[src/rtl/iv_port_responder_if.sv]
`default_nettype none
// ============================================================================
// Module      : iv_port_responder_if
// Description : Signal bundle for one IV-bus responder port. Carries the
//               CPU-side IV bus (iv_in/iv_out/iv_oeb, lb_n/rb_n, sc/wc) and
//               the user-side transmit/receive byte handshakes.
//   master : drives iv_in, lb_n, rb_n, sc, wc, tx_ready, rx_data, rx_valid
//   slave  : drives iv_out, iv_oeb, tx_data, tx_valid, rx_ready, selected
// Revision    : 1.0 - initial release
// ============================================================================
interface iv_port_responder_if;
  logic [7:0] iv_in;
  logic [7:0] iv_out;
  logic       iv_oeb;
  logic       lb_n;
  logic       rb_n;
  logic       sc;
  logic       wc;
  logic [7:0] tx_data;
  logic       tx_valid;
  logic       tx_ready;
  logic [7:0] rx_data;
  logic       rx_valid;
  logic       rx_ready;
  logic       selected;

  modport master (
    output iv_in, lb_n, rb_n, sc, wc, tx_ready, rx_data, rx_valid,
    input  iv_out, iv_oeb, tx_data, tx_valid, rx_ready, selected
  );

  modport slave (
    input  iv_in, lb_n, rb_n, sc, wc, tx_ready, rx_data, rx_valid,
    output iv_out, iv_oeb, tx_data, tx_valid, rx_ready, selected
  );
endinterface
`default_nettype wire

[src/rtl/iv_port_responder.sv]
`default_nettype none
// ============================================================================
// Module      : iv_port_responder
// Description : Peripheral end of the 8x305 IV bus on one bank. Decodes
//               select (SC), write (WC) and read windows, exposing a data
//               register (tx/rx bytes) and a status register.
// Ports       : clk   - bus clock (CPU x1)
//               reset - synchronous, active-low
//               bus   - iv_port_responder_if.slave (IV bus + user handshakes)
// Parameters  : BANK (0 = lb_n, 1 = rb_n), DATA_ADDR, STAT_ADDR (must differ)
// Revision    : 1.0 - initial release
// ============================================================================
module iv_port_responder #(
  parameter int unsigned BANK      = 0,
  parameter logic [7:0]  DATA_ADDR = 8'h10,
  parameter logic [7:0]  STAT_ADDR = 8'h11
) (
  input  wire logic            clk,
  input  wire logic            reset,
  iv_port_responder_if.slave   bus
);

  typedef enum logic [1:0] {
    SEL_NONE = 2'd0,
    SEL_DATA = 2'd1,
    SEL_STAT = 2'd2
  } sel_t;

  // Bus bytes are inverted and bit-reversed relative to the logical byte;
  // the same transform converts in both directions.
  function automatic logic [7:0] f_conv(input logic [7:0] v);
    logic [7:0] r;
    for (int i = 0; i < 8; i++) r[i] = ~v[7-i];
    return r;
  endfunction

  sel_t       r_sel;
  sel_t       w_sel_nxt;
  logic       r_sc_q;
  logic       r_wc_q;
  logic       r_rd_q;
  logic [7:0] r_tx_reg;
  logic       r_tx_valid;
  logic       r_tx_ovr;
  logic [7:0] r_rx_reg;
  logic       r_rx_full;
  logic       r_rx_unf;

  logic       w_ben;
  logic [7:0] w_b;
  logic       w_sc_first;
  logic       w_wr;
  logic       w_rd;
  logic       w_rd_first;
  logic       w_drive;
  logic       w_tx_hs;
  logic       w_rx_acc;
  logic [7:0] w_rd_byte;

  assign w_ben      = (BANK != 0) ? ~bus.rb_n : ~bus.lb_n;
  assign w_b        = f_conv(bus.iv_in);
  assign w_sc_first = w_ben & bus.sc & ~r_sc_q;
  assign w_wr       = w_ben & bus.wc & ~r_wc_q & (r_sel == SEL_DATA);
  assign w_rd       = w_ben & ~bus.sc & ~bus.wc & (r_sel != SEL_NONE);
  assign w_rd_first = w_rd & ~r_rd_q;
  assign w_tx_hs    = r_tx_valid & bus.tx_ready;
  assign w_rx_acc   = bus.rx_valid & bus.rx_ready;

  // Gate with reset so the bus is released in the very cycle reset is sampled.
  assign w_drive    = w_rd & reset;

  assign w_rd_byte  = (r_sel == SEL_DATA) ? r_rx_reg
                                          : {4'b0000, r_rx_unf, r_tx_ovr, r_tx_valid, r_rx_full};

  assign bus.iv_oeb   = ~w_drive;
  assign bus.iv_out   = w_drive ? f_conv(w_rd_byte) : 8'hFF;
  assign bus.tx_data  = r_tx_reg;
  assign bus.tx_valid = r_tx_valid;
  // Blocking accepts during a read window keeps rx_reg stable while the CPU
  // is stalled on it.
  assign bus.rx_ready = ~r_rx_full & ~w_rd;
  assign bus.selected = (r_sel != SEL_NONE);

  // Selection is sticky; only a fresh SC on this bank changes it.
  always_comb begin
    w_sel_nxt = r_sel;
    if (w_sc_first) begin
      if (w_b == DATA_ADDR)      w_sel_nxt = SEL_DATA;
      else if (w_b == STAT_ADDR) w_sel_nxt = SEL_STAT;
      else                       w_sel_nxt = SEL_NONE;
    end
  end

  always_ff @(posedge clk) begin
    if (!reset) r_sel <= SEL_NONE;
    else        r_sel <= w_sel_nxt;
  end

  always_ff @(posedge clk) begin
    if (!reset) begin
      r_sc_q     <= 1'b0;
      r_wc_q     <= 1'b0;
      r_rd_q     <= 1'b0;
      r_tx_reg   <= 8'h00;
      r_tx_valid <= 1'b0;
      r_tx_ovr   <= 1'b0;
      r_rx_reg   <= 8'h00;
      r_rx_full  <= 1'b0;
      r_rx_unf   <= 1'b0;
    end else begin
      r_sc_q <= bus.sc;
      r_wc_q <= bus.wc;
      r_rd_q <= w_rd;

      // A CPU write wins over a simultaneous user handshake: the new byte is
      // loaded and stays valid, and that case is not an overrun.
      if (w_wr) begin
        r_tx_reg   <= w_b;
        r_tx_valid <= 1'b1;
        if (r_tx_valid && !w_tx_hs) r_tx_ovr <= 1'b1;
      end else if (w_tx_hs) begin
        r_tx_valid <= 1'b0;
      end

      // Accepts cannot coincide with a read window (rx_ready gated by rd),
      // so the set and clear of rx_full never collide.
      if (w_rx_acc) begin
        r_rx_reg  <= bus.rx_data;
        r_rx_full <= 1'b1;
      end

      if (w_rd_first && r_sel == SEL_DATA) begin
        if (r_rx_full) r_rx_full <= 1'b0;
        else           r_rx_unf  <= 1'b1;
      end

      if (w_rd_first && r_sel == SEL_STAT) begin
        r_rx_unf <= 1'b0;
        r_tx_ovr <= 1'b0;
      end
    end
  end

endmodule
`default_nettype wire

[src/flat_wrapper.sv]
// flat-port wrapper written by rule: the top's interface ports become plain ports
module iv_port_responder_flat 
#(
  parameter int unsigned BANK      = 0,
  parameter logic [7:0]  DATA_ADDR = 8'h10,
  parameter logic [7:0]  STAT_ADDR = 8'h11
)
  (clk, reset, bus_iv_in, bus_lb_n, bus_rb_n, bus_sc, bus_wc, bus_tx_ready, bus_rx_data, bus_rx_valid, bus_iv_out, bus_iv_oeb, bus_tx_data, bus_tx_valid, bus_rx_ready, bus_selected);
  iv_port_responder_if bus_i ();
  input  wire logic clk;
  input  wire logic reset;
  input wire logic [$bits(bus_i.iv_in)-1:0] bus_iv_in;
  input wire logic [$bits(bus_i.lb_n)-1:0] bus_lb_n;
  input wire logic [$bits(bus_i.rb_n)-1:0] bus_rb_n;
  input wire logic [$bits(bus_i.sc)-1:0] bus_sc;
  input wire logic [$bits(bus_i.wc)-1:0] bus_wc;
  input wire logic [$bits(bus_i.tx_ready)-1:0] bus_tx_ready;
  input wire logic [$bits(bus_i.rx_data)-1:0] bus_rx_data;
  input wire logic [$bits(bus_i.rx_valid)-1:0] bus_rx_valid;
  output wire logic [$bits(bus_i.iv_out)-1:0] bus_iv_out;
  output wire logic [$bits(bus_i.iv_oeb)-1:0] bus_iv_oeb;
  output wire logic [$bits(bus_i.tx_data)-1:0] bus_tx_data;
  output wire logic [$bits(bus_i.tx_valid)-1:0] bus_tx_valid;
  output wire logic [$bits(bus_i.rx_ready)-1:0] bus_rx_ready;
  output wire logic [$bits(bus_i.selected)-1:0] bus_selected;
  assign bus_i.iv_in = bus_iv_in;
  assign bus_i.lb_n = bus_lb_n;
  assign bus_i.rb_n = bus_rb_n;
  assign bus_i.sc = bus_sc;
  assign bus_i.wc = bus_wc;
  assign bus_i.tx_ready = bus_tx_ready;
  assign bus_i.rx_data = bus_rx_data;
  assign bus_i.rx_valid = bus_rx_valid;
  assign bus_iv_out = bus_i.iv_out;
  assign bus_iv_oeb = bus_i.iv_oeb;
  assign bus_tx_data = bus_i.tx_data;
  assign bus_tx_valid = bus_i.tx_valid;
  assign bus_rx_ready = bus_i.rx_ready;
  assign bus_selected = bus_i.selected;
  iv_port_responder #(.BANK(BANK), .DATA_ADDR(DATA_ADDR), .STAT_ADDR(STAT_ADDR)) u_core (.clk(clk), .reset(reset), .bus(bus_i));
endmodule
[config.mk]
export PLATFORM = sky130hd
export DESIGN_NAME = iv_port_responder_flat
export DESIGN_NICKNAME = d
export VERILOG_FILES = /design/src/rtl/iv_port_responder_if.sv /design/src/rtl/iv_port_responder.sv /design/src/flat_wrapper.sv
export SDC_FILE = /design/constraint.sdc
export NUM_CORES = 1
export LEC_CHECK = 0
export BUFFER_PORTS_ARGS = -buffer_cell sky130_fd_sc_hd__buf_2
export CORE_ASPECT_RATIO = 0.6
export CORE_MARGIN = 1.5
export CORE_UTILIZATION = 25
export DETAILED_ROUTE_END_ITERATION = 10
export SLEW_MARGIN = 20
export SYNTH_ARGS = -nofsm -noshare
export SYNTH_HDL_FRONTEND = slang
export SYNTH_SLANG_ARGS = --single-unit
[constraint.sdc]
create_clock -name clk -period 2.7 [get_ports clk]
set_input_delay 0.135 -clock clk [delete_from_list [all_inputs] [get_ports clk]]
set_output_delay 0.135 -clock clk [all_outputs]
set_load 0.05 [all_outputs]
==> results.md, run 1 <==
* Min-Delay Endpoint: u_core.r_sc_q$_SDFF_PN0_
* Post-DP HPWL at 1.853 mm
* Largest net degree at the start of global routing at 34
* Setup slack, reg-to-reg at about 1300 ps
* Worst-margin pin slew at around 560 ps
* DRC at 0
* Reg2reg start: u_core.r_sc_q$_SDFF_PN0_
* Switching part of the total at approximately 23%
* Initial antenna violation count at 0
* Cells taking the most area after synthesis: dfxtp_1 (46%), nand2_1 (8.9%), mux2i_1 (7.3%), o211a_1 (7.3%), nand3_1 (4.1%)
* Die Y-Extent at approximately 54 um
* Synth warn at 0
* Synth Area per Inst at 9.092 um^2
* Post-synthesis cell type count at 28
* Routed WL at 2.473 mm
* CTS tree: built
* Post-Syn Nets at 144
* Max frequency at 0.5532 GHz
* Grt total ovfl at 0
* Die W at approximately 88 um
* CP peak stage delay at 430 ps
* Pleak at between 0.0006 and 0.0007 uW
* WP data arrival at ~1700 ps
* Fin. Hold Viols at 0
* Worst vdd ir at around 190 uV
* Share of total power in combinational logic at a little under 10%
* Seq/Total Area, Yosys at a little under half
* Critical Path Fanout Max at 6
* Worst path top cell family by delay: flip-flops
* Clock skew at ~4.6 ps
* Worst-path clk slew at 80 ps
* Routed Antenna Nets at 0
* FF-to-FF End: u_core.r_sel[1]$_SDFFE_PN0P_
* Seq cells post-synth at 25
* Mapped Cells at 120
* Nature of the critical path startpoint: register
* GRT Total Usage at about 11%
* Sum Neg Setup Slack at 0 ps
* Buffer depth of the longest clock path at 2
* NumNets Final at roughly 190
* HP Start: bus_sc
* Gp weighted congestion at 0.7015
* RSZ-0062 raised after global routing: no
* Clock latency at the later pin of the worst-skew pair at about 260 ps
* Top FF cell, synth: dfxtp_1
* Synthesized area at 1091 um^2
* Sequential Power Share at 57.8%
* Hold WC Path Type: input port to register
* Initial DRC count at 43
* P per Cell Area at 473.6 nW/um^2
* Crit-path cells: nand2b_1, mux2_2, nand2_1, buf_2
* H-tree lvl count at 1
* Req. time, crit path at 2570 ps
* Post-CTS Setup Inserts at 0
* Clock Sinks at 25
* Vias at 966
* IO Port Bufs at 42
* First-pass GRT wire length at between 4 and 5 mm
* Hold_buf cts at 0
* Row cnt at 18
* Post-synth EDFFs at 0
* Hold Path Depth at 2
* Slowest cell on the critical path: dfxtp_1
* Core area at 4144 um^2
* Cts bufs inserted at 3
* Switching Power at ~150 uW
* Internal power at 512.3 uW
* Root Driver: clkbuf_8
* Final setup viols at 0
* Status: finished, final reports clean
* Setup Crit Path Kind: register to output pin
* Resize count post-CTS at 0
* Max-slew violations at 0
* Tmin final at about 1800 ps
* First drt pass iteration count at 6
* Synthesis-to-layout area growth at 29.01%
* Reg2reg path depth at 3
* CP Capture Type: output pin
* Starting Density at a little over a quarter
* Via density at 4.371
* Slew HR at ~63%
* Clk pwr share at roughly 32%
* Number of antenna diodes at 0
* Vias in the first global route at around 860
* Max Cap Viol at 0
* Synth area leader: dfxtp_1
* Tcrit/Tclk final at about two thirds
* Post-synth ARST share at 0%
* Die footprint at 4782 um^2
* Min Hold Slack at about 110 ps
* Top cell type's share of synthesized area at 45.87%
* Top-level I/O count at 44
* Worst path bufs/invs at 1
* WL/cell at 11.19 um
* Fraction of layout cells with a size suffix above 1 at between 30% and 40%
* Filler instances at between 400 and 500
==> kinds of logic (layout without fill, tap and decap cells) <==
family,count (synthesis),after routing,synth area share [%]
AO/OA/AOI/OAI,18,18,13.19
buffers and inverters,11,52,4.127
flip-flops,25,25,45.87
multiplexers,12,12,11.47
AND/OR/NAND/NOR,54,54,25.34
==> cells in the final DEF (no fill, tap or decap), types with 2 or more instances in the layout <==
cell type / n
buf_2: 42
nand2_1: 26
dfxtp_1: 25
nand3_1: 9
o211a_1: 8
mux2i_1: 8
mux2_2: 4
inv_1: 3
nand2b_1: 3
a21oi_1: 3
or4_1: 3
and2_1: 3
o21a_1: 3
clkbuf_8: 3
a21boi_1: 2
buf_4: 2
==> worst register-to-register path, delay by kind of cell, from the launching register on <==
family          cells  cell delay [ps]
flops               1              310
simple gates        2              900
compound gates      1              140
==> synth_stat cells, drive strengths merged, types with 2 or more instances <==
cell type	n
or4	3
dfxtp	25
o21a	3
buf	3
a21boi	2
inv	3
a21oi	3
nand2b	3
mux2i	8
mux2	4
clkbuf	4
o211a	8
and2	3
nand2	26
nand3	9
==> metal layers <==
metal	up-vias	part of all wire, %	routed length, um	global-route usage [%]
met1	440	52	1298	15.72
met5	-	0	0	0
li1	499	-	-	-
met2	27	42	1043	17.30
met4	0	0	0	3.125
met3	0	5.3	131	3.528
==> worst max path at each step <==
stage | from | end | depth (start not counted)
floorplan | u_core.r_sel[1]$_SDFFE_PN0P_ | bus_rx_ready | 2
global placement | u_core.r_sel[1]$_SDFFE_PN0P_ | bus_iv_out[5] | 4
detailed placement | u_core.r_sel[1]$_SDFFE_PN0P_ | bus_iv_out[7] | 4
CTS | u_core.r_sel[1]$_SDFFE_PN0P_ | bus_iv_out[7] | 4
global route | u_core.r_sel[1]$_SDFFE_PN0P_ | bus_iv_out[4] | 4
finish | u_core.r_sel[1]$_SDFFE_PN0P_ | bus_iv_out[5] | 4
==> stage by stage <==
stage | power (uW) | utilization (%) | setup WS, ps | instance area, um^2 | instances
after floorplan | 431.0 | - | 989.8 | 1091 | 120
after global placement | 459.5 | 32.85 | 1213 | 1361 | 217
after detailed placement | 459.9 | 32.85 | 1207 | 1361 | 217
after CTS | 682.0 | 33.97 | 898.9 | 1408 | 221
after global routing | 707.7 | 33.97 | 806.0 | 1408 | 221
final | 666.7 | 33.97 | 892.2 | 1408 | 221
==> power groups by stage <==
stage	Combinational, uW	Clock [uW]	Sequential, uW
floorplan	38.5	0	392
global placement	65.5	0	394
detailed placement	65.7	0	394
CTS	65.8	231	386
global route	72.8	247	388
finish	65.2	216	385
==> layout make-up <==
class	count	area (um^2)	area share [%]
Clock buffer	3	41.29	2.933
Clock inverter	1	5.005	0.3556
Inverter	4	15.01	1.067
Multi-Input combinational cell	84	545.5	38.76
Sequential cell	25	500.5	35.56
Tap cell	60	75.07	5.333
Timing Repair Buffer	44	225.2	16.00
Power figures use the tool's default switching activity.
==> run 2: changes to the inputs <==
==> constraint.sdc (replaced) <==
create_clock -name clk -period 1.7 [get_ports clk]
set_input_delay 0.085 -clock clk [delete_from_list [all_inputs] [get_ports clk]]
set_output_delay 0.085 -clock clk [all_outputs]
set_load 0.05 [all_outputs]
==> run 2 against run 1 <==
  * Critical path depth is the same
  * Hold slack lost 53 ps
  * Flip-flop and latch count is the same
  * Final area grew 1.5%
  * Die area is the same
  * Clock power grew 62%
  * First-iteration DRC count shrank 30%
  * Utilization grew 0.51 points
  * Worst setup slack lost 820 ps
  * Non-clock buffer count grew 1
  * Sequential power grew 59%
  * Highest routed layer is now met4
==> results.md, run 2 (same netlist as run 1, synthesis figures left out) <==
* Vias in the first global route at 833 (-2.6%)
* Setup slack, reg-to-reg at 280 ps (-1000 ps)
* Setup Crit Path Kind: register to output pin
* GRT Total Usage at 11.57% (+0.15 points)
* Die Y-Extent at 54.17 um (unchanged)
* Commonest non-fill, non-tap cell in the layout: buf_2
* Fin. Hold Viols at 0 (unchanged)
* IO Port Bufs at 42 (unchanged)
* Reg2reg path depth at 3 (unchanged)
* Initial DRC count at 30 (-30%)
* Clock skew at 9.361 ps (+4.810 ps)
* WL/cell at 11.48 um (+2.6%)
* Core area at 4144 um^2 (unchanged)
* Commonest cells after routing, fill and taps aside: buf_2 (38), nand2_1 (26), dfxtp_1 (24)
* FF-to-FF End: u_core.r_sel[1]$_SDFFE_PN0P_
* Clock latency at the later pin of the worst-skew pair at 270 ps (about the same)
* Pleak at 0.0007056 uW (+2.0%)
* Largest net degree at the start of global routing at 32 (-5.9%)
* Clock Sinks at 25 (unchanged)
* Number of antenna diodes at 0 (unchanged)
* Routed Antenna Nets at 0 (unchanged)
* HP Start: bus_rx_data[6]
* Worst-margin pin slew at 408.5 ps (-147.8 ps)
* Min-Delay Endpoint: u_core.r_rx_reg[6]$_SDFFE_PN0P_
* Tcrit/Tclk final at a little over nine tenths
* Hold Path Depth at 3 (+1)
* Max-slew violations at 0 (unchanged)
* Sum Neg Setup Slack at 0 ps (unchanged)
* Placed cell count at 218 (+0.46%)
* Grt total ovfl at 0 (unchanged)
* Synthesis-to-layout area growth at 30.96%
* Max Cap Viol at 0 (unchanged)
* CP Capture Type: output pin
* NumNets Final at 187 (+0.54%)
* Die W at 88.29 um (unchanged)
* Req. time, crit path at 1620 ps (-950 ps)
* Initial antenna violation count at 0 (unchanged)
* Max frequency at between 0.6 and 0.7 GHz
* Fraction of layout cells with a size suffix above 1 at 35.19% (+1.6 points)
* CTS tree: built
* Worst-path clk slew at 90 ps (about the same)
* Starting Density at 26.33% (unchanged)
* H-tree lvl count at 1 (unchanged)
* P per Cell Area at 746.5 nW/um^2 (+58%)
* Post-DP HPWL at 1.929 mm (+4.1%)
* Reg2reg start: u_core.r_sc_q$_SDFF_PN0_
* Hold_buf cts at 0 (unchanged)
* Critical Path Fanout Max at 6 (unchanged)
* Status: finished, final reports clean
* DRC at 0 (unchanged)
* Gp weighted congestion at 0.7649 (+9.0%)
* WP data arrival at 1540 ps (-130 ps)
* Setup slack after layout at 70.81 ps (-821.4 ps)
* Nature of the critical path startpoint: register
* RSZ-0062 raised after global routing: no
* Die footprint at 4782 um^2 (unchanged)
* Via density at 4.360 (-0.24%)
* Final setup viols at 0 (unchanged)
* Top-level I/O count at 44 (unchanged)
* Vias at 968 (+0.21%)
* Setup crit start: u_core.r_sel[0]$_SDFFE_PN0P_
* Cts bufs inserted at 3 (unchanged)
* First-pass GRT wire length at 4.029 mm (-2.5%)
* Hold WC Path Type: input port to register
* Buffer depth of the longest clock path at 2 (unchanged)
* Worst vdd ir at 223.5 uV (+15%)
* DP Worst Slack at 281.1 ps (-926.1 ps)
* Root Driver: clkbuf_8
* Tmin final at between 1500 and 2000 ps
* Routed WL at 2.549 mm (+3.1%)
* First drt pass iteration count at 4 (-2)
* Non-filler instance count after layout at 222 (+0.45%)
* Slew HR at 72.56% (+9.6 points)
* Row cnt at 18 (unchanged)
==> run 2: changes by cell type in the layout (fill, tap and decap cells not counted) <==
| cell | change |
|---|---|
| buf_2 | -4 |
| clkbuf_4 | +4 |
| buf_4 | +1 |
| dfxtp_1 | -1 |
| dfxtp_2 | +1 |
| nand2b_1 | -1 |
| nand2b_2 | +1 |
==> run 2: through the flow <==
step / total power (uW) / util (%) / hold slack, ps / instance area [um^2]
floorplan: 684.5 / - / 206.7 / 1091
global placement: 731.9 / 33.03 / 332.1 / 1369
detailed placement: 732.6 / 33.03 / 333.4 / 1369
CTS: 1080 / 34.21 / 53.92 / 1418
global route: 1127 / 34.48 / 50.92 / 1429
finish: 1067 / 34.48 / 56.05 / 1429
==> run 2: area by class of cell <==
cell class / count / area (um^2)
clock buffers: 3 / 41.29
fillers: 459 / 2715
flip-flops and latches: 25 / 501.7
well taps: 60 / 75.07
repair buffers: 45 / 242.7
inverters: 4 / 15.01
multi-input cells: 84 / 548.0
clock inverters: 1 / 5.005
==> run 2: metal layers <==
metal / share of wire (%) / GRT usage, % / up-vias
met5: 0 / 0 / -
met4: 0.75 / 3.125 / 0
met3: 4.4 / 3.681 / 2
met2: 42 / 16.41 / 21
met1: 53 / 16.71 / 448
li1: - / - / 497
==> run 2: what timing repair did <==
action,4_1_cts,5_1_grt
gates resized for setup,1,5
setup endpoints to repair,4,5
buffers inserted,0,0
endpoints found under the hold margin,0,0
==> run 2: worst max path at each step <==
stage                         end
floorplan            bus_rx_ready
global placement    bus_iv_out[5]
detailed placement  bus_iv_out[5]
CTS                 bus_iv_out[5]
global route        bus_iv_out[4]
finish                 bus_iv_oeb
==> run 2: worst max-delay path: stages, from the launching register on <==
cell and delay (ps):
dfxtp_1 370, or2_2 320, and3_1 260, inv_1 70, buf_2 250
==> run 2: report_power, final <==
group	internal [uW]	total, uW	switching (uW)
Sequential	603	612	9.27
Clock	164	349	185
Combinational	48.8	106	56.8
Total	815	1070	251
